===== config.mk =====
export PLATFORM = sky130hd
export DESIGN_NAME = pcm_alaw_codec_stream
export DESIGN_NICKNAME = d
export VERILOG_FILES = /design/src/rtl/pcm_alaw_codec_stream.sv
export SDC_FILE = /design/constraint.sdc
export NUM_CORES = 1
export LEC_CHECK = 0
export BUFFER_PORTS_ARGS = -buffer_cell sky130_fd_sc_hd__buf_4
export CORE_ASPECT_RATIO = 1.1
export CORE_UTILIZATION = 55
export CTS_CLUSTER_SIZE = 24
export DETAILED_ROUTE_END_ITERATION = 7
export GPL_TIMING_DRIVEN = 0
export PLACE_DENSITY = 0.88
export SLEW_MARGIN = 20
export SYNTH_ARGS = -nofsm -noshare
export SYNTH_HDL_FRONTEND = slang
export SYNTH_SLANG_ARGS = --single-unit

===== constraint.sdc =====
create_clock -name clk -period 3.2 [get_ports clk]
set_input_delay 0.48 -clock clk [delete_from_list [all_inputs] [get_ports clk]]
set_output_delay 0.48 -clock clk [all_outputs]
set_load 0.02 [all_outputs]

===== src/rtl/pcm_alaw_codec_stream.sv =====
// pcm_alaw_codec_stream: two-stage pipelined G.711 A-law expand/compress with valid/ready flow control
module pcm_alaw_codec_stream #(
  parameter int OUT_W      = 8,
  parameter int SIGNED_FMT = 0,
  parameter int INVERT     = 0,
  parameter int CH_W       = 2
) (
  input  logic            clk,
  input  logic            rst,
  input  logic            in_valid,
  output logic            in_ready,
  input  logic            in_mode,
  input  logic [12:0]     in_data,
  input  logic [CH_W-1:0] in_ch,
  output logic            out_valid,
  input  logic            out_ready,
  output logic            out_mode,
  output logic [12:0]     out_data,
  output logic [CH_W-1:0] out_ch,
  output logic [15:0]     xfer_cnt
);
  localparam logic [7:0] MASK = (INVERT != 0) ? 8'h55 : 8'h00;
  localparam int SH = 13 - OUT_W;
  logic en;
  logic [7:0] dcode, ecode;
  logic [11:0] dmag, emag;
  logic [12:0] eabs, dec_out;
  logic [2:0] eseg;
  logic [3:0] emant;
  logic esign;
  logic signed [12:0] lin_s, shr_s;
  logic s1_valid_q, s1_valid_d, s1_mode_q, s1_mode_d;
  logic [CH_W-1:0] s1_ch_q, s1_ch_d, out_ch_q, out_ch_d;
  logic [12:0] s1_data_q, s1_data_d, out_data_q, out_data_d;
  logic out_valid_q, out_valid_d, out_mode_q, out_mode_d;
  logic [15:0] xfer_cnt_q, xfer_cnt_d;
  assign en = out_ready | ~out_valid_q;
  assign in_ready = en;
  assign out_valid = out_valid_q;
  assign out_mode = out_mode_q;
  assign out_data = out_data_q;
  assign out_ch = out_ch_q;
  assign xfer_cnt = xfer_cnt_q;
  // S1: expand holds sign-magnitude {sign, mag}; compress holds the finished code
  always_comb begin
    dcode = in_data[7:0] ^ MASK;
    dmag = (dcode[6:4] == 3'd0) ? {7'd0, dcode[3:0], 1'b1}
                                : {6'd0, 1'b1, dcode[3:0], 1'b1} << (dcode[6:4] - 3'd1);
    esign = (SIGNED_FMT != 0) ? ~in_data[12] : in_data[12];
    eabs = (SIGNED_FMT != 0 && in_data[12]) ? -in_data : {1'b0, in_data[11:0]};
    emag = eabs[12] ? 12'hFFF : eabs[11:0];
    eseg = 3'd0;
    for (int i = 5; i < 12; i++) if (emag[i]) eseg = 3'(i - 4);
    emant = 4'(emag >> ((eseg == 3'd0) ? 3'd1 : eseg));
    ecode = {esign, eseg, emant} ^ MASK;
    s1_valid_d = en ? in_valid : s1_valid_q;
    s1_mode_d = en ? in_mode : s1_mode_q;
    s1_ch_d = en ? in_ch : s1_ch_q;
    s1_data_d = en ? (in_mode ? {5'd0, ecode} : {dcode[7], dmag}) : s1_data_q;
  end
  // S2: arithmetic shift keeps two's-complement truncation sign-extended
  always_comb begin
    lin_s = s1_data_q[12] ? $signed({1'b0, s1_data_q[11:0]}) : -$signed({1'b0, s1_data_q[11:0]});
    shr_s = lin_s >>> SH;
    dec_out = (SIGNED_FMT != 0) ? shr_s : s1_data_q >> SH;
    out_valid_d = en ? s1_valid_q : out_valid_q;
    out_mode_d = en ? s1_mode_q : out_mode_q;
    out_ch_d = en ? s1_ch_q : out_ch_q;
    out_data_d = en ? (s1_mode_q ? s1_data_q : dec_out) : out_data_q;
    xfer_cnt_d = (out_valid_q & out_ready & ~&xfer_cnt_q) ? xfer_cnt_q + 16'd1 : xfer_cnt_q;
  end
  always_ff @(posedge clk)
    if (rst) begin
      s1_valid_q <= 1'b0;
      s1_mode_q <= 1'b0;
      s1_ch_q <= '0;
      s1_data_q <= '0;
      out_valid_q <= 1'b0;
      out_mode_q <= 1'b0;
      out_ch_q <= '0;
      out_data_q <= '0;
      xfer_cnt_q <= '0;
    end else begin
      s1_valid_q <= s1_valid_d;
      s1_mode_q <= s1_mode_d;
      s1_ch_q <= s1_ch_d;
      s1_data_q <= s1_data_d;
      out_valid_q <= out_valid_d;
      out_mode_q <= out_mode_d;
      out_ch_q <= out_ch_d;
      out_data_q <= out_data_d;
      xfer_cnt_q <= xfer_cnt_d;
    end
endmodule

==> impl_metrics.yaml <==
final_layout:
  fill_cells: 393
  fin_util_pct: 69.9
  mostFrequentLayoutCells: "dfxtp_1, buf_4, nor2_1"
  mostFrequentLayoutCell: "dfxtp_1"
  n_antenna_cell: 0
  area_growth_pct: 19.4
  nNetsFinal: 429
  multi_input_area_mm2: 0.00164
  drive_gt1_share_pct: 19.0
  register_area_mm2: 0.00100
synthesis:
  ys_warn_count: 0
  synth-edff-count: 0
  synthesis.area_mm2: 0.00280
  synth-seq-area-share_pct: 35.8
  syn_avg_cell_area_um2: 8.00
  ys_seq_elements: 50
  ys.flop_type: "dfxtp_1"
  syn_nets: 374
  synthCells: 350
  synthArstFlopShare_pct: 0
  synth.distinct_cells: 56
die:
  row_count: 26
  ioPinCount: 54
  die_w_um: 70.0
  die-area_mm2: 0.00538
  core_area_mm2: 0.00478
  start_util_pct: 58.5
  die_h_um: 76.8
route:
  wl_um: 7010
  wl_per_cell_um: 15.2
  routed_via_density: 6.06
  first_pass_iters: 5
  ant_nets: 0
  vias: 2793
  drc_errors: 0
  detail_route.iter0.violations: 232
critical_path:
  crit_top_cell: "buf_2"
  cp_max_fo: 10
  endpoint_kind: "flip-flop"
  cp_num_cells: 10
  cp_top_family: "buffers and inverters"
  slowest_stage: "maj3_1"
  required_ns: 3.39
  worst-path-buf-inv: 4
  reg2regPathDepth: 6
  cp_data_arrival_time_ns: 2.70
  start_kind: "primary input"
  crit_type: "in -> reg"
  crit_path_max_incr_delay_ns: 0.38
  cp_cell_sequence: "buf_4, buf_2, clkinv_1, ha_1, buf_2, mux2_2, nor2_1, a21oi_1, maj3_1, a32o_1"
global_routing:
  grt_max_degree: 15
  grt_pass1_vias: 2474
  grt-ovfl-total: 0
  grt_pass1_wl_um: 11700
  track_usage_pct: 26.7
  antenna_found_initial: 0
clock_tree:
  cts_tree: "yes"
  cts_num_sinks: 50
  root_buffer: "clkbuf_8"
  cts_hold_buffers: 0
  clk_pin_slew_ns: 0.09
  clk_latency_ns: 0.30
  post_cts_resized: 0
  clockBufferDepth: 2
  cts_setup_buffers: 0
  htreeDepth: 2
  cts-buffers-inserted: 5
sta:
  period_needed_ns: 2.51
  max_freq_ghz: 0.398
  hold_violations: 0
  max_slew.worst_pin.slew_ns: 0.768
  finalSetupViolCount: 0
  max_slew_margin_pct: 48.6
  post-route-period-util_pct: 78.4
  rsz0062_at_grt: "no"
  tns_ns: 0
  slew_violations: 0
  skew_ns: 0.0108
power:
  vdd_ir_drop_max_v: 0.000209
  p_leak_uw: 0.00130
  power_density_mw_per_mm2: 405
hold_path:
  hp-class: "in -> reg"
  hold_depth: 3
placed_design:
  portBuffers: 48
  place_congestion: 0.941
  hpwlAfterDp_um: 5160
run:
  maxCapViolations: 0
status:
  outcome: "complete, no violations"
==> final timing paths <==
check | to | from | slack (ns)
worst max-delay path | s1_data_q[8]$_SDFFE_PP0P_ | in_data[4] | 0.69
worst min-delay path | s1_valid_q$_SDFFE_PP0P_ | in_valid | 0.42
worst max register to register | xfer_cnt[1]$_SDFFE_PP0P_ | xfer_cnt[0]$_SDFFE_PP0P_ | 1.23
worst min register to register | out_ch[0]$_SDFFE_PP0P_ | out_ch[0]$_SDFFE_PP0P_ | 0.45
==> final cells by class <==
type | count | share of cell area, %
plain buffers | 24 | 3.29
clock buffers | 6 | 2.47
clock inverters | 1 | 0.899
inverters | 13 | 1.46
multi-input cells | 263 | 49.0
flip-flops and latches | 50 | 30.0
well taps | 56 | 2.10
repair buffers | 48 | 10.8
==> report_power, final <==
part	leakage [uW]	switching (uW)	internal, uW
clock network	0.0000573	201	250
registers	0.000408	16.1	648
logic	0.000837	139	97.4
total	0.00130	357	995
==> cell usage after synthesis, types with 3 or more instances <==
| cell | instances | share of area, % |
|---|---|---|
| nor2b_1 | 4 | 0.89 |
| nor4_1 | 4 | 0.89 |
| o31a_1 | 3 | 0.94 |
| clkbuf_1 | 12 | 1.6 |
| inv_1 | 11 | 1.5 |
| xnor2_1 | 14 | 4.4 |
| o211ai_1 | 3 | 0.80 |
| a21oi_1 | 29 | 5.2 |
| nand2b_1 | 3 | 0.67 |
| a22oi_1 | 3 | 0.80 |
| o22ai_1 | 3 | 0.67 |
| nor3_1 | 8 | 1.4 |
| nand3_1 | 14 | 2.5 |
| nand4_1 | 4 | 0.89 |
| buf_2 | 7 | 1.3 |
| mux2i_1 | 13 | 4.6 |
| mux2_2 | 3 | 1.2 |
| ha_1 | 4 | 1.8 |
| dfxtp_1 | 50 | 36 |
| nand2_1 | 41 | 5.5 |
| buf_1 | 3 | 0.40 |
| or3_1 | 3 | 0.67 |
| a211oi_1 | 16 | 4.3 |
| nor2_1 | 44 | 5.9 |
| o21ai_0 | 9 | 1.6 |
==> stage by stage <==
step | hold slack [ns] | std cells | setup slack, ns | power (uW) | area, um^2
floorplan | 0.432 | 350 | 0.745 | 835 | 2800
global placement | 0.439 | 454 | 0.454 | 904 | 3230
detailed placement | 0.444 | 454 | 0.428 | 910 | 3230
CTS | 0.421 | 461 | 0.733 | 1350 | 3340
global route | 0.424 | 461 | 0.558 | 1400 | 3340
finish | 0.424 | 461 | 0.691 | 1350 | 3340
==> worst register-to-register path, delay by kind of cell, from the launching register on <==
family / cells / cell delay [ns]
AO/OA/AOI/OAI: 1 / 0.24
flip-flops: 1 / 0.41
multiplexers: 1 / 0.21
AND/OR/NAND/NOR: 3 / 0.73
adder cells (fa/ha/maj): 1 / 0.26
==> flip-flops by register name, summed over array words and instances (netlist names), 2 cells and up <==
signal and flops:
s1_ch_q 2, xfer_cnt 16, s1_data_q 13, out_data 13, out_ch 2
==> metal layers <==
layer	share of wire (%)	track usage [%]	vias to the layer above
met5	0	0	-
met4	2.0	10.6	0
met3	5.4	4.20	14
met2	49	43.3	117
met1	44	35.3	1297
li1	-	-	1365
==> cell families (layout without fill, tap and decap cells) <==
| family | Yosys count | count (layout) | synth area share, % |
|---|---|---|---|
| XOR/XNOR | 15 | 15 | 4.69 |
| adder cells (fa/ha/maj) | 5 | 5 | 2.15 |
| AO/OA/AOI/OAI | 91 | 91 | 23.2 |
| flip-flops | 50 | 50 | 35.8 |
| AND/OR/NAND/NOR | 136 | 136 | 22.6 |
| multiplexers | 16 | 16 | 5.86 |
| buffers and inverters | 37 | 92 | 5.68 |
Note: power is estimated with default switching activity, not from simulation.
